$ cat config.mk
export PLATFORM = sky130hd
export DESIGN_NAME = mcbsp0_slave_rx_flat
export DESIGN_NICKNAME = d
export VERILOG_FILES = /design/src/rtl/mcbsp0_slave_rx_if.sv /design/src/rtl/mcbsp0_slave_rx.sv /design/src/flat_wrapper.sv
export SDC_FILE = /design/constraint.sdc
export NUM_CORES = 1
export LEC_CHECK = 0
export BUFFER_PORTS_ARGS = -buffer_cell sky130_fd_sc_hd__buf_4
export CAP_MARGIN = 20
export CORE_MARGIN = 1
export CORE_UTILIZATION = 50
export DETAILED_ROUTE_END_ITERATION = 10
export PLACE_DENSITY = 0.87
export SETUP_SLACK_MARGIN = 0.5
export SLEW_MARGIN = 10
export SYNTH_ARGS = -nofsm -noshare
export SYNTH_HDL_FRONTEND = slang
export SYNTH_SLANG_ARGS = --single-unit
export TNS_END_PERCENT = 100
$ cat constraint.sdc
create_clock -name mcbsp_clk_in -period 3.2 [get_ports mcbsp_clk_in]
set_input_delay 0 -clock mcbsp_clk_in [delete_from_list [all_inputs] [get_ports mcbsp_clk_in]]
set_output_delay 0 -clock mcbsp_clk_in [all_outputs]
set_load 0.05 [all_outputs]
$ cat src/rtl/mcbsp0_slave_rx_if.sv
// Bus bundle for the McBSP receive slave: DSP serial pins, frame configuration,
// and the parallel word/strobe outputs.
interface mcbsp0_slave_rx_if;
  logic        mcbsp_rx_en;
  logic [8:0]  mcbsp_reg_number;
  logic [6:0]  mcbsp_reg_length;
  logic        mcbsp_slave_clkx;
  logic        mcbsp_slave_fsx;
  logic        mcbsp_slave_mosi;
  logic [31:0] mcbsp_data_out;
  logic        mcbsp_data_valid;
  logic [8:0]  mcbsp_word_index;
  logic        mcbsp_frame_done;
  logic        mcbsp_fs_err;
  logic        mcbsp_len_err;
  logic        mcbsp_timeout_err;
  logic [63:0] debug_signal;

  modport master (
    output mcbsp_rx_en, mcbsp_reg_number, mcbsp_reg_length,
           mcbsp_slave_clkx, mcbsp_slave_fsx, mcbsp_slave_mosi,
    input  mcbsp_data_out, mcbsp_data_valid, mcbsp_word_index, mcbsp_frame_done,
           mcbsp_fs_err, mcbsp_len_err, mcbsp_timeout_err, debug_signal
  );

  modport slave (
    input  mcbsp_rx_en, mcbsp_reg_number, mcbsp_reg_length,
           mcbsp_slave_clkx, mcbsp_slave_fsx, mcbsp_slave_mosi,
    output mcbsp_data_out, mcbsp_data_valid, mcbsp_word_index, mcbsp_frame_done,
           mcbsp_fs_err, mcbsp_len_err, mcbsp_timeout_err, debug_signal
  );
endinterface

$ cat src/rtl/mcbsp0_slave_rx.sv
// McBSP receive slave: oversamples DSP CLKX/FSX/DX and emits MSB-first words.
// Define MCBSP_RX_FS_RESYNC_EN to make an early FS restart the current word.
module mcbsp0_slave_rx #(
  parameter int SYNC_STAGES  = 2,
  parameter int IDLE_TIMEOUT = 255
) (
  input logic              mcbsp_clk_in,
  input logic              mcbsp_rst_in,
  mcbsp0_slave_rx_if.slave bus
);
  localparam int DATA_W = 32;

  typedef enum logic [1:0] {IDLE = 2'd0, ARMED = 2'd1, SHIFT = 2'd2} state_t;

  state_t state, state_n;
  logic [SYNC_STAGES-1:0] clkx_sync, fsx_sync, mosi_sync;
  logic clkx_s, fsx_s, mosi_s, clkx_d;
  logic evt_p1, fsx_p1, mosi_p1;
  logic [DATA_W-1:0] shreg, shreg_n, sh_next, data_q, data_n;
  logic [5:0]  bit_cnt, bit_cnt_n;
  logic [8:0]  word_cnt, word_cnt_n, num_l, num_l_n, idx_q, idx_n;
  logic [6:0]  len_l, len_l_n;
  logic [15:0] idle_cnt;
  logic vld_q, vld_n, done_q, done_n, fserr_q, fserr_n;
  logic lenerr_q, lenerr_n, toerr_q, toerr_n;
  logic last_bit, len_ok, timeout_hit, fs_start;

  assign clkx_s = clkx_sync[SYNC_STAGES-1];
  assign fsx_s  = fsx_sync[SYNC_STAGES-1];
  assign mosi_s = mosi_sync[SYNC_STAGES-1];

  // Stage p0: pin synchronizers; stage p1: registered sample event with its fsx/mosi
  always_ff @(posedge mcbsp_clk_in) begin
    if (!mcbsp_rst_in) begin
      clkx_sync <= '0;
      fsx_sync  <= '0;
      mosi_sync <= '0;
      clkx_d    <= 1'b0;
      evt_p1    <= 1'b0;
      fsx_p1    <= 1'b0;
      mosi_p1   <= 1'b0;
    end else begin
      clkx_sync <= {clkx_sync[SYNC_STAGES-2:0], bus.mcbsp_slave_clkx};
      fsx_sync  <= {fsx_sync[SYNC_STAGES-2:0], bus.mcbsp_slave_fsx};
      mosi_sync <= {mosi_sync[SYNC_STAGES-2:0], bus.mcbsp_slave_mosi};
      clkx_d    <= clkx_s;
      evt_p1    <= clkx_d & ~clkx_s;
      fsx_p1    <= fsx_s;
      mosi_p1   <= mosi_s;
    end
  end

  always_ff @(posedge mcbsp_clk_in) begin
    if (!mcbsp_rst_in || !bus.mcbsp_rx_en || (clkx_d ^ clkx_s))
      idle_cnt <= '0;
    else if (idle_cnt != 16'(IDLE_TIMEOUT))
      idle_cnt <= idle_cnt + 16'd1;
  end

  // IDLE with word_cnt != 0 is the between-words wait inside a frame
  assign timeout_hit = (idle_cnt == 16'(IDLE_TIMEOUT)) &&
                       ((state != IDLE) || (word_cnt != 9'd0));
  assign sh_next  = {shreg[DATA_W-2:0], mosi_p1};
  assign last_bit = ({1'b0, bit_cnt} == (len_l - 7'd1));
  assign len_ok   = (bus.mcbsp_reg_length != 7'd0) && (bus.mcbsp_reg_length <= 7'd32);

  always_comb begin
    state_n    = state;
    shreg_n    = shreg;
    bit_cnt_n  = bit_cnt;
    word_cnt_n = word_cnt;
    len_l_n    = len_l;
    num_l_n    = num_l;
    data_n     = data_q;
    idx_n      = idx_q;
    vld_n      = 1'b0;
    done_n     = 1'b0;
    fserr_n    = 1'b0;
    lenerr_n   = 1'b0;
    toerr_n    = 1'b0;
    fs_start   = 1'b0;
    if (!bus.mcbsp_rx_en) begin
      state_n    = IDLE;
      shreg_n    = '0;
      bit_cnt_n  = '0;
      word_cnt_n = '0;
    end else if (timeout_hit) begin
      toerr_n    = 1'b1;
      state_n    = IDLE;
      shreg_n    = '0;
      bit_cnt_n  = '0;
      word_cnt_n = '0;
    end else if (evt_p1) begin
      if (state == IDLE) begin
        fs_start = fsx_p1;
      end else if (last_bit) begin
        vld_n     = 1'b1;
        data_n    = sh_next;
        idx_n     = word_cnt;
        shreg_n   = '0;
        bit_cnt_n = '0;
        state_n   = IDLE;
        fs_start  = fsx_p1;
        if (word_cnt == num_l) begin
          done_n     = 1'b1;
          word_cnt_n = '0;
        end else begin
          word_cnt_n = word_cnt + 9'd1;
        end
      end else begin
        shreg_n   = sh_next;
        bit_cnt_n = bit_cnt + 6'd1;
        state_n   = SHIFT;
        if (fsx_p1) begin
          fserr_n = 1'b1;
`ifdef MCBSP_RX_FS_RESYNC_EN
          shreg_n   = '0;
          bit_cnt_n = '0;
          state_n   = ARMED;
`endif
        end
      end
      if (fs_start) begin
        if (len_ok) begin
          len_l_n   = bus.mcbsp_reg_length;
          num_l_n   = bus.mcbsp_reg_number;
          shreg_n   = '0;
          bit_cnt_n = '0;
          state_n   = ARMED;
        end else begin
          lenerr_n = 1'b1;
          state_n  = IDLE;
        end
      end
    end
  end

  // Stage p2: FSM state, datapath and output strobes
  always_ff @(posedge mcbsp_clk_in) begin
    if (!mcbsp_rst_in) begin
      state    <= IDLE;
      shreg    <= '0;
      bit_cnt  <= '0;
      word_cnt <= '0;
      len_l    <= '0;
      num_l    <= '0;
      data_q   <= '0;
      idx_q    <= '0;
      vld_q    <= 1'b0;
      done_q   <= 1'b0;
      fserr_q  <= 1'b0;
      lenerr_q <= 1'b0;
      toerr_q  <= 1'b0;
    end else begin
      state    <= state_n;
      shreg    <= shreg_n;
      bit_cnt  <= bit_cnt_n;
      word_cnt <= word_cnt_n;
      len_l    <= len_l_n;
      num_l    <= num_l_n;
      data_q   <= data_n;
      idx_q    <= idx_n;
      vld_q    <= vld_n;
      done_q   <= done_n;
      fserr_q  <= fserr_n;
      lenerr_q <= lenerr_n;
      toerr_q  <= toerr_n;
    end
  end

  assign bus.mcbsp_data_out    = data_q;
  assign bus.mcbsp_data_valid  = vld_q;
  assign bus.mcbsp_word_index  = idx_q;
  assign bus.mcbsp_frame_done  = done_q;
  assign bus.mcbsp_fs_err      = fserr_q;
  assign bus.mcbsp_len_err     = lenerr_q;
  assign bus.mcbsp_timeout_err = toerr_q;
  assign bus.debug_signal = {state, bit_cnt, word_cnt, idle_cnt, len_l, num_l,
                             clkx_s, fsx_s, mosi_s, evt_p1, 11'd0};
endmodule

$ cat src/flat_wrapper.sv
// flat-port wrapper written by rule: the top's interface ports become plain ports
module mcbsp0_slave_rx_flat 
#(
  parameter int SYNC_STAGES  = 2,
  parameter int IDLE_TIMEOUT = 255
)
  (mcbsp_clk_in, mcbsp_rst_in, bus_mcbsp_rx_en, bus_mcbsp_reg_number, bus_mcbsp_reg_length, bus_mcbsp_slave_clkx, bus_mcbsp_slave_fsx, bus_mcbsp_slave_mosi, bus_mcbsp_data_out, bus_mcbsp_data_valid, bus_mcbsp_word_index, bus_mcbsp_frame_done, bus_mcbsp_fs_err, bus_mcbsp_len_err, bus_mcbsp_timeout_err, bus_debug_signal);
  mcbsp0_slave_rx_if bus_i ();
  input logic mcbsp_clk_in;
  input logic mcbsp_rst_in;
  input wire logic [$bits(bus_i.mcbsp_rx_en)-1:0] bus_mcbsp_rx_en;
  input wire logic [$bits(bus_i.mcbsp_reg_number)-1:0] bus_mcbsp_reg_number;
  input wire logic [$bits(bus_i.mcbsp_reg_length)-1:0] bus_mcbsp_reg_length;
  input wire logic [$bits(bus_i.mcbsp_slave_clkx)-1:0] bus_mcbsp_slave_clkx;
  input wire logic [$bits(bus_i.mcbsp_slave_fsx)-1:0] bus_mcbsp_slave_fsx;
  input wire logic [$bits(bus_i.mcbsp_slave_mosi)-1:0] bus_mcbsp_slave_mosi;
  output wire logic [$bits(bus_i.mcbsp_data_out)-1:0] bus_mcbsp_data_out;
  output wire logic [$bits(bus_i.mcbsp_data_valid)-1:0] bus_mcbsp_data_valid;
  output wire logic [$bits(bus_i.mcbsp_word_index)-1:0] bus_mcbsp_word_index;
  output wire logic [$bits(bus_i.mcbsp_frame_done)-1:0] bus_mcbsp_frame_done;
  output wire logic [$bits(bus_i.mcbsp_fs_err)-1:0] bus_mcbsp_fs_err;
  output wire logic [$bits(bus_i.mcbsp_len_err)-1:0] bus_mcbsp_len_err;
  output wire logic [$bits(bus_i.mcbsp_timeout_err)-1:0] bus_mcbsp_timeout_err;
  output wire logic [$bits(bus_i.debug_signal)-1:0] bus_debug_signal;
  assign bus_i.mcbsp_rx_en = bus_mcbsp_rx_en;
  assign bus_i.mcbsp_reg_number = bus_mcbsp_reg_number;
  assign bus_i.mcbsp_reg_length = bus_mcbsp_reg_length;
  assign bus_i.mcbsp_slave_clkx = bus_mcbsp_slave_clkx;
  assign bus_i.mcbsp_slave_fsx = bus_mcbsp_slave_fsx;
  assign bus_i.mcbsp_slave_mosi = bus_mcbsp_slave_mosi;
  assign bus_mcbsp_data_out = bus_i.mcbsp_data_out;
  assign bus_mcbsp_data_valid = bus_i.mcbsp_data_valid;
  assign bus_mcbsp_word_index = bus_i.mcbsp_word_index;
  assign bus_mcbsp_frame_done = bus_i.mcbsp_frame_done;
  assign bus_mcbsp_fs_err = bus_i.mcbsp_fs_err;
  assign bus_mcbsp_len_err = bus_i.mcbsp_len_err;
  assign bus_mcbsp_timeout_err = bus_i.mcbsp_timeout_err;
  assign bus_debug_signal = bus_i.debug_signal;
  mcbsp0_slave_rx #(.SYNC_STAGES(SYNC_STAGES), .IDLE_TIMEOUT(IDLE_TIMEOUT)) u_core (.mcbsp_clk_in(mcbsp_clk_in), .mcbsp_rst_in(mcbsp_rst_in), .bus(bus_i));
endmodule
* Word-level counts from Yosys, hierarchy flattened
Cells that the tools add are included.
** Operators by class
- $add $sub $neg :: 4
- Reductions and logical operators :: 21
- Muxes and demuxes :: 23
- Bitwise operators :: 10
- Equality and inequality tests :: 5
- $lt $le $gt $ge :: 1
** Operators by type and width (number)
- $mux 32 :: 4
- $mux 6 :: 4
- $add 16x1->16 const B :: 1
- $eq 16x8->1 const B :: 1
- $ne 16x8->1 const B :: 1
- $reduce_or 6->1 :: 2
- $mux 1 :: 11
- $reduce_and 5->1 :: 2
- $reduce_or 5->1 :: 2
- $add 9x1->9 const B :: 1
- $eq 9x9->1 :: 1
- $mux 9 :: 1
- $reduce_bool 9->1 :: 1
- $not 1->1 :: 8
- $eq 6x7->1 :: 1
- $le 7x6->1 const B :: 1
- $reduce_bool 7->1 :: 1
- $sub 7x1->7 const B :: 1
- $add 6x1->6 const B :: 1
- $mux 2 :: 3
- $reduce_and 2->1 :: 2
- $logic_or 1x1->1 :: 3
- $reduce_and 3->1 :: 1
- $reduce_or 3->1 :: 1
- other kinds (7) :: 9
** Word-level totals
- Word-level logic and storage cells :: 85
- Input bits :: 22
- Output and inout bits :: 110
- Flip-flop bits (word level) :: 137

* Depth between registers and ports, before layout
Gate-level depths: netlist of run 1.
- Depth in word-level cells :: 9
- Depth in mapped cells :: 11

* Worst setup path before layout of run 1
No wires, ideal clock.
- Kind :: register -> register
- Start point :: register u_core.len_l[2]
- End point :: register u_core.idx_q[1] (netlist: u_core.bus.mcbsp_word_index[1])
- Data required time :: 3082 ps
- Arrival time :: 2770 ps
- Stages on the path, launching flop included :: 10
- Library setup time :: 118 ps
- Slack :: 312 ps
- Cells stage by stage :: dfxtp_1 -> or3_4 -> or4_4 -> a2111o_1 -> buf_6 -> nor4b_4 -> buf_6 -> buf_12 -> mux2i_1 -> nor2b_1
** On the way
- Word-level cells in the longest chain between the ends :: 3
** Ends and longest elaborated chain
- from (decl) :: RTL line mcbsp0_slave_rx.sv:22 : logic [6:0] len_l, len_l_n;
- from (signal assigned) :: RTL line mcbsp0_slave_rx.sv:159 : len_l <= len_l_n;
- $sub 7x1->7 :: RTL line mcbsp0_slave_rx.sv:64 : assign last_bit = ({1'b0, bit_cnt} == (len_l - 7'd1));
- $eq 6x7->1 :: RTL line mcbsp0_slave_rx.sv:64
- $reduce_and 5->1 (no source line)
- to (signal assigned) :: RTL line mcbsp0_slave_rx.sv:162 : idx_q <= idx_n;
- to (decl) :: RTL line mcbsp0_slave_rx.sv:21 : logic [8:0] word_cnt, word_cnt_n, num_l, num_l_n, idx_q, idx_n;
Every way passes these cells.
A chain may end at the register's enable or synchronous reset.

* Worst setup path after layout of run 1
- Start point :: register u_core.len_l[2]
- End point :: register u_core.data_q[16] (netlist: u_core.bus.mcbsp_data_out[16])
** On the way
- Word-level cells in the longest chain between the ends :: 3
** Ends and longest elaborated chain
- $sub 7x1->7 :: RTL line mcbsp0_slave_rx.sv:64
- $eq 6x7->1 :: RTL line mcbsp0_slave_rx.sv:64
- $reduce_and 5->1 (no source line)
- to (signal assigned) :: RTL line mcbsp0_slave_rx.sv:161 : data_q <= data_n;
- to (decl) :: RTL line mcbsp0_slave_rx.sv:19 : logic [DATA_W-1:0] shreg, shreg_n, sh_next, data_q, data_n;
Every way passes these cells.

==> results.cfg, run 1 <==
[outcome]
status = finished clean

[synthesis]
ys_ff_latch = 136
synth_compound_area_share_pct = 7.419
synth_cells = 607
synth_top_area_cell = dfxtp_1
synthAdderAreaFrac_pct = 1.302
synthDominantCellAreaShare_pct = 47.20
synth.most_common_cell = dfxtp_1
synth_cell_types = 47
yosys_warnings = 0
synth-xor-area-share_pct = 6.074
ys_async_sr_fraction_pct = 0
ys_top_cells_by_area = dfxtp_1 47%, mux2i_1 10%, nor2b_1 4.6%, nor2_1 4.5%, a22oi_1 4.2%
ys.flop_type = dfxtp_1
synthMuxAreaShare_pct = 10.07
synth_top_cells_by_count = 136 x dfxtp_1, 69 x nor2_1, 58 x mux2i_1
syn_area_sq_um = 5768
synth-edff-count = 0
synth_top_family_by_area = simple AND/OR/NAND/NOR gates
ys_seq_area_share_pct = 47.20
synth-simple-area-share_pct = 21.26
avgSynthCellArea_sq_um = 9.503

[worst_setup_path]
cp_cell_sequence = or3_4, or4_4, a2111o_1, nor4b_4, buf_6, buf_12, clkbuf_16, mux2i_1, nor2b_1
worstPathRequired_ns = 3.50
cp_num_buf_inv = 3
critPathLaunchType = register
critPathSlowestCell = or4_4
crit_fanout = 5
critical-path-max-stage-delay_ns = 0.51
cp-end-kind = register
path_class = reg -> reg
cp_top_family = simple AND/OR/NAND/NOR gates
arrival_ns = 3.03

[global_route]
gr-usage-all-layers_pct = 25.17
grt_max_degree = 52
grt_pass1_wl_um = 22810
grt.overflow.total = 0
antenna_found_initial = 0
grt_pass1_vias = 4631

[routing]
topRoutingLayerUsed = met4
wirelength_um = 14910
dr_wl_met3_um = 812
routed_via_density = 5.376
wl_met2_um = 7593
m1WireLength_um = 6094
antenna_left = 0
vias = 4838
drtIter0Drc = 293
drt_pass1_iterations = 5
drc = 0
wl_per_cell_um = 16.57

[clock_tree]
cts_tree = built
clk_pin_slew_ns = 0.05
root_buffer = clkbuf_16
clk-insertion-delay-late_ns = 0.41
cts.sinks = 136
cts_buffers = 17
h-tree-depth = 4
cts_max_path_buffers = 2

[sta]
tightest_slew_ns = 0.9236
period_needed_ns = 2.731
fmax_mhz = 366.2
relSlewSlack_pct = 36.83
fin_crit_sh_pct = 85.33
tns_ns = 0
slew_viol_final = 0
hold_viol = 0
setup_violations = 0
fin_skew_ns = 0.01397
rsz0062_at_grt = yes

[floorplan]
die_y_um = 109.4
rows = 38
initial_utilization_pct = 52.29
die_w_um = 109.4
die_area_sq_um = 11970
ios = 132
core_sq_um = 11030

[placement]
placed_area_sq_um = 6629
dp_hpwl_um = 8920
numPortBuffers = 120
gp_congestion = 0.8718

[finish]
nFillCells = 802
nNetsFinal = 776
seq_area_sq_um = 2734
syn_to_final_growth_pct = 33.99
stdcell_area_sq_um = 7729
multi_input_area_sq_um = 2735
post-route-util_pct = 70.07
drive_above_1_share_pct = 24.47
n_antenna_cell = 0

[power_and_ir_drop]
p_leak_nw = 2.971
pwr-share-clk_pct = 51.1
p_int_w = 0.002995
p_comb_share_pct = 3.9
p_seq_share_pct = 45.0
p_sw_w = 0.0007850
powerDensity_nw_per_um2 = 489.1
swShare_pct = 20.77
vdd_drop_max_mv = 0.3691

[flow_run]
maxCapViolCount = 0

[worst_hold_path]
hold_class = in -> reg
[metal layers]
metal / GRT usage (%) / vias up
li1: - / 2317
met1: 29.06 / 2288
met2: 42.81 / 198
met3: 6.402 / 35
met4: 13.33 / 0
met5: 0 / -
[stage by stage]
step / hold slack [ns] / setup WS (ns) / std cells / power (W)
6_report: 0.3463 / 0.4695 / 900 / 0.003780
5_1_grt: 0.3596 / 0.3854 / 900 / 0.003899
2_1_floorplan: 0.1138 / 0.5200 / 617 / 0.001833
4_1_cts: 0.3278 / 0.4110 / 898 / 0.003805
3_3_place_gp: 0.2116 / 0.4153 / 832 / 0.001858
3_5_place_dp: 0.2155 / 0.3383 / 832 / 0.001861
[layout by cell type (no fill, tap or decap), types with 3 or more instances in the layout]
| master | n |
|---|---|
| buf_4 | 132 |
| dfxtp_1 | 131 |
| nor2_1 | 69 |
| mux2i_1 | 57 |
| nand2_1 | 55 |
| nor2b_1 | 42 |
| a22oi_1 | 32 |
| dlygate4sd3_1 | 22 |
| xnor2_1 | 20 |
| xor2_1 | 19 |
| clkbuf_16 | 19 |
| nand3_1 | 15 |
| nor3_1 | 13 |
| and2_1 | 13 |
| conb_1 | 11 |
| inv_1 | 10 |
| nand4_1 | 9 |
| nor4_1 | 8 |
| a21oi_1 | 6 |
| ha_1 | 6 |
| clkbuf_1 | 5 |
| a31oi_1 | 4 |
| buf_12 | 4 |
| and3_1 | 3 |
| bufinv_16 | 3 |
| clkinv_2 | 3 |
| buf_16 | 3 |
| dfxtp_2 | 3 |
[final cells by class]
class,instances,area share [%]
flip-flops and latches,136,35.37
repair buffers,165,18.99
clock buffers,23,5.925
inverters,10,0.4857
multi-input cells,418,35.39
well taps,140,2.266
clock inverters,8,1.570
[worst min-delay path, cell delays in order]
cell and delay (ns):
dlygate4sd3_1 0.52, buf_4 0.10, and2_1 0.10
[cells by family after synthesis]
logic type	Yosys count
xor gates and xnor gates	40
muxes	58
and+or+nand+nor	245
AOI/OAI and AO/OA	58
buffers and inverters	63
other	1
adders and majority gates	6
DFF	136
[path summary, 6_finish.rpt]
check / startpoint / to / slack [ns] / cells after the start
setup reg to reg: u_core.len_l[2] / u_core.bus.mcbsp_data_out[16] / 0.47 / 9
hold reg to reg: u_core.clkx_sync[0] / u_core.clkx_sync[1] / 0.43 / 1
setup / recovery: u_core.len_l[2] / u_core.bus.mcbsp_data_out[16] / 0.47 / 9
hold / removal: bus_mcbsp_slave_fsx / u_core.fsx_sync[0] / 0.35 / 3
[timing repair]
| action | CTS | global route |
|---|---|---|
| resized for setup | 6 | 9 |
| pin swaps | 2 | 3 |
| hold buffers | 22 | 0 |
| endpoints found under the setup margin | 41 | 66 |
| buffers inserted | 8 | 0 |
| gates cloned | 5 | 2 |
| hold endpoints to repair | 21 | 0 |
[power groups by stage]
stage	Clock, W	Combinational, W	Sequential [W]
3_3_place_gp	0	0.000120	0.00174
4_1_cts	0.00196	0.000144	0.00170
6_report	0.00193	0.000147	0.00170
3_5_place_dp	0	0.000122	0.00174
2_1_floorplan	0	0.0000911	0.00174
5_1_grt	0.00204	0.000157	0.00170
[state kept, by name, indices dropped and copies added, names as in the netlist, 2 cells and up]
register / flops
u_core.bus.mcbsp_data_out: 32
u_core.shreg: 31
u_core.idle_cnt: 16
u_core.bus.mcbsp_word_index: 9
u_core.num_l: 9
u_core.word_cnt: 9
u_core.len_l: 7
u_core.bit_cnt: 6
u_core.clkx_sync: 2
u_core.fsx_sync: 2
u_core.mosi_sync: 2
u_core.state: 2
No activity file was read; power rests on OpenSTA's default activity.
==> run 2: changes to the inputs <==
Settings changed: CORE_ASPECT_RATIO from default to 2, PLACE_DENSITY 0.87 to 0.81.
==> run 2 against run 1 <==
Net effect: clock skew shrank 0.0029 ns; sequential power barely moved; sequential share of layout area decreased by 0.16 points; critical path depth unchanged; highest routed layer unchanged.
==> results.cfg, run 2 (same netlist as run 1, synthesis figures left out) <==
[global_route]
grt_max_degree = 87
grt.overflow.total = 0
antenna_found_initial = 0
gr-usage-all-layers_pct = 25.80
grt_pass1_wl_um = 24200
grt_pass1_vias = 4988

[power_and_ir_drop]
powerDensity_nw_per_um2 = 500.5
p_leak_nw = 2.977
vdd_drop_max_mv = 0.4274

[worst_setup_path]
crit_fanout = 5
critPathSlowestCell = or4_4
r2r.worst_path.cells = 9
cp_top_family = simple AND/OR/NAND/NOR gates
worstPathRequired_ns = 3.52
arrival_ns = 3.05
cp-end-kind = register
critical-path-max-stage-delay_ns = 0.49
cp_cell_sequence = or3_4, or4_4, a2111o_1, nor4b_4, buf_6, buf_12, clkbuf_16, mux2i_1, nor2b_1
worst-path-stages = 9
cp_num_buf_inv = 3
critPathLaunchType = register
path_class = reg -> reg

[finish]
largest_reg_flops = 32
final_cell_mix = 132 x dfxtp_1, 130 x buf_4, 69 x nor2_1
drive_above_1_share_pct = 24.77
n_antenna_cell = 0
syn_to_final_growth_pct = 34.56
stdcell_area_sq_um = 7761
nFillCells = 805
nNetsFinal = 775
final_common_cell = dfxtp_1

[routing]
antenna_left = 0
wirelength_um = 15640
drtIter0Drc = 299
drc = 0
drt_pass1_iterations = 5
routed_via_density = 5.487
wl_per_cell_um = 17.36
vias = 4944

[sta]
worst_slack_ns = 0.4651
fin_crit_sh_pct = 85.47
rsz0062_at_grt = yes
relSlewSlack_pct = 35.23
period_needed_ns = 2.735
fin_skew_ns = 0.01102
slew_viol_final = 0
tightest_slew_ns = 0.9470
hold_viol = 0
setup_violations = 0
tns_ns = 0
fmax_mhz = 365.6

[placement]
dp_hpwl_um = 9358
gp_congestion = 0.9202
numPortBuffers = 120
pre_cts_ws_ns = 0.2928
placed_area_sq_um = 6619

[clock_tree]
clk_pin_slew_ns = 0.06
cts_max_path_buffers = 2
cts_tree = built
cts_buffers = 17
cts.sinks = 136
root_buffer = clkbuf_16
h-tree-depth = 4
clk-insertion-delay-late_ns = 0.43

[outcome]
status = finished clean

[flow_run]
maxCapViolCount = 0

[floorplan]
core_sq_um = 11290
rows = 55
ios = 132
initial_utilization_pct = 51.11
die_w_um = 77.95
die_y_um = 153.9
die_area_sq_um = 12000

[worst_hold_path]
whs_path_depth = 4
hold_class = in -> reg
run 2: what timing repair did:
action                                  CTS  global route
buffers inserted                          8             1
hold buffers                             21             0
endpoints found under the setup margin   49            65
hold endpoints to repair                 20             0
pin swaps                                 2             3
resized for setup                         8             4
cloned                                    4             3
run 2: worst register-to-register path, cell delays in order, from the launching register on:
cell,delay [ns]
dfxtp_4,0.34
or3_4,0.38
or4_4,0.49
a2111o_1,0.44
nor4b_4,0.25
buf_6,0.18
buf_12,0.14
clkbuf_16,0.16
mux2i_1,0.18
nor2b_1,0.06
run 2: area by class of cell:
class | count | area [sq um] | area share, %
tap | 142 | 177.7 | 2.289
inverter | 10 | 37.54 | 0.4836
clock buffer | 17 | 425.4 | 5.481
clock inverter | 14 | 186.4 | 2.402
timing repair buffer | 164 | 1466 | 18.89
multi-input combinational | 418 | 2735 | 35.24
sequential | 136 | 2733 | 35.21
run 2: routing by layer:
| layer | share of wire, % | vias up | wire length (um) | GRT usage (%) |
|---|---|---|---|---|
| li1 | - | 2313 | - | - |
| met1 | 36 | 2382 | 5628 | 26.17 |
| met2 | 55 | 201 | 8555 | 48.50 |
| met3 | 6.0 | 48 | 936 | 7.062 |
| met4 | 3.3 | 0 | 521 | 10.49 |
| met5 | 0 | - | 0 | 0 |
run 2: through the flow:
| stage | std cells | hold WS [ns] | util (%) | total power [W] |
|---|---|---|---|---|
| 4_1_cts | 897 | 0.2689 | 67.73 | 0.003893 |
| 3_5_place_dp | 833 | 0.2103 | 58.65 | 0.001859 |
| 2_1_floorplan | 617 | 0.1138 | - | 0.001833 |
| 3_3_place_gp | 833 | 0.2100 | 58.65 | 0.001857 |
| 6_report | 901 | 0.2704 | 68.77 | 0.003885 |
| 5_1_grt | 901 | 0.3101 | 68.77 | 0.003982 |
run 2: where the power goes:
group          switching, W  leakage (nW)  total [W]  internal (W)
Clock              0.000797         0.294    0.00204       0.00124
Sequential       0.00000411          1.10    0.00170       0.00170
Combinational     0.0000887          1.58   0.000144     0.0000552
Total              0.000890          2.98    0.00388       0.00299
run 2: worst paths after layout:
path                       start                             end  slack [ns]
max              u_core.len_l[2]  u_core.bus.mcbsp_word_index[6]        0.47
min reg2reg  u_core.clkx_sync[0]             u_core.clkx_sync[1]        0.43
max reg2reg      u_core.len_l[2]  u_core.bus.mcbsp_word_index[6]        0.47
min                 mcbsp_rst_in    u_core.bus.mcbsp_timeout_err        0.27
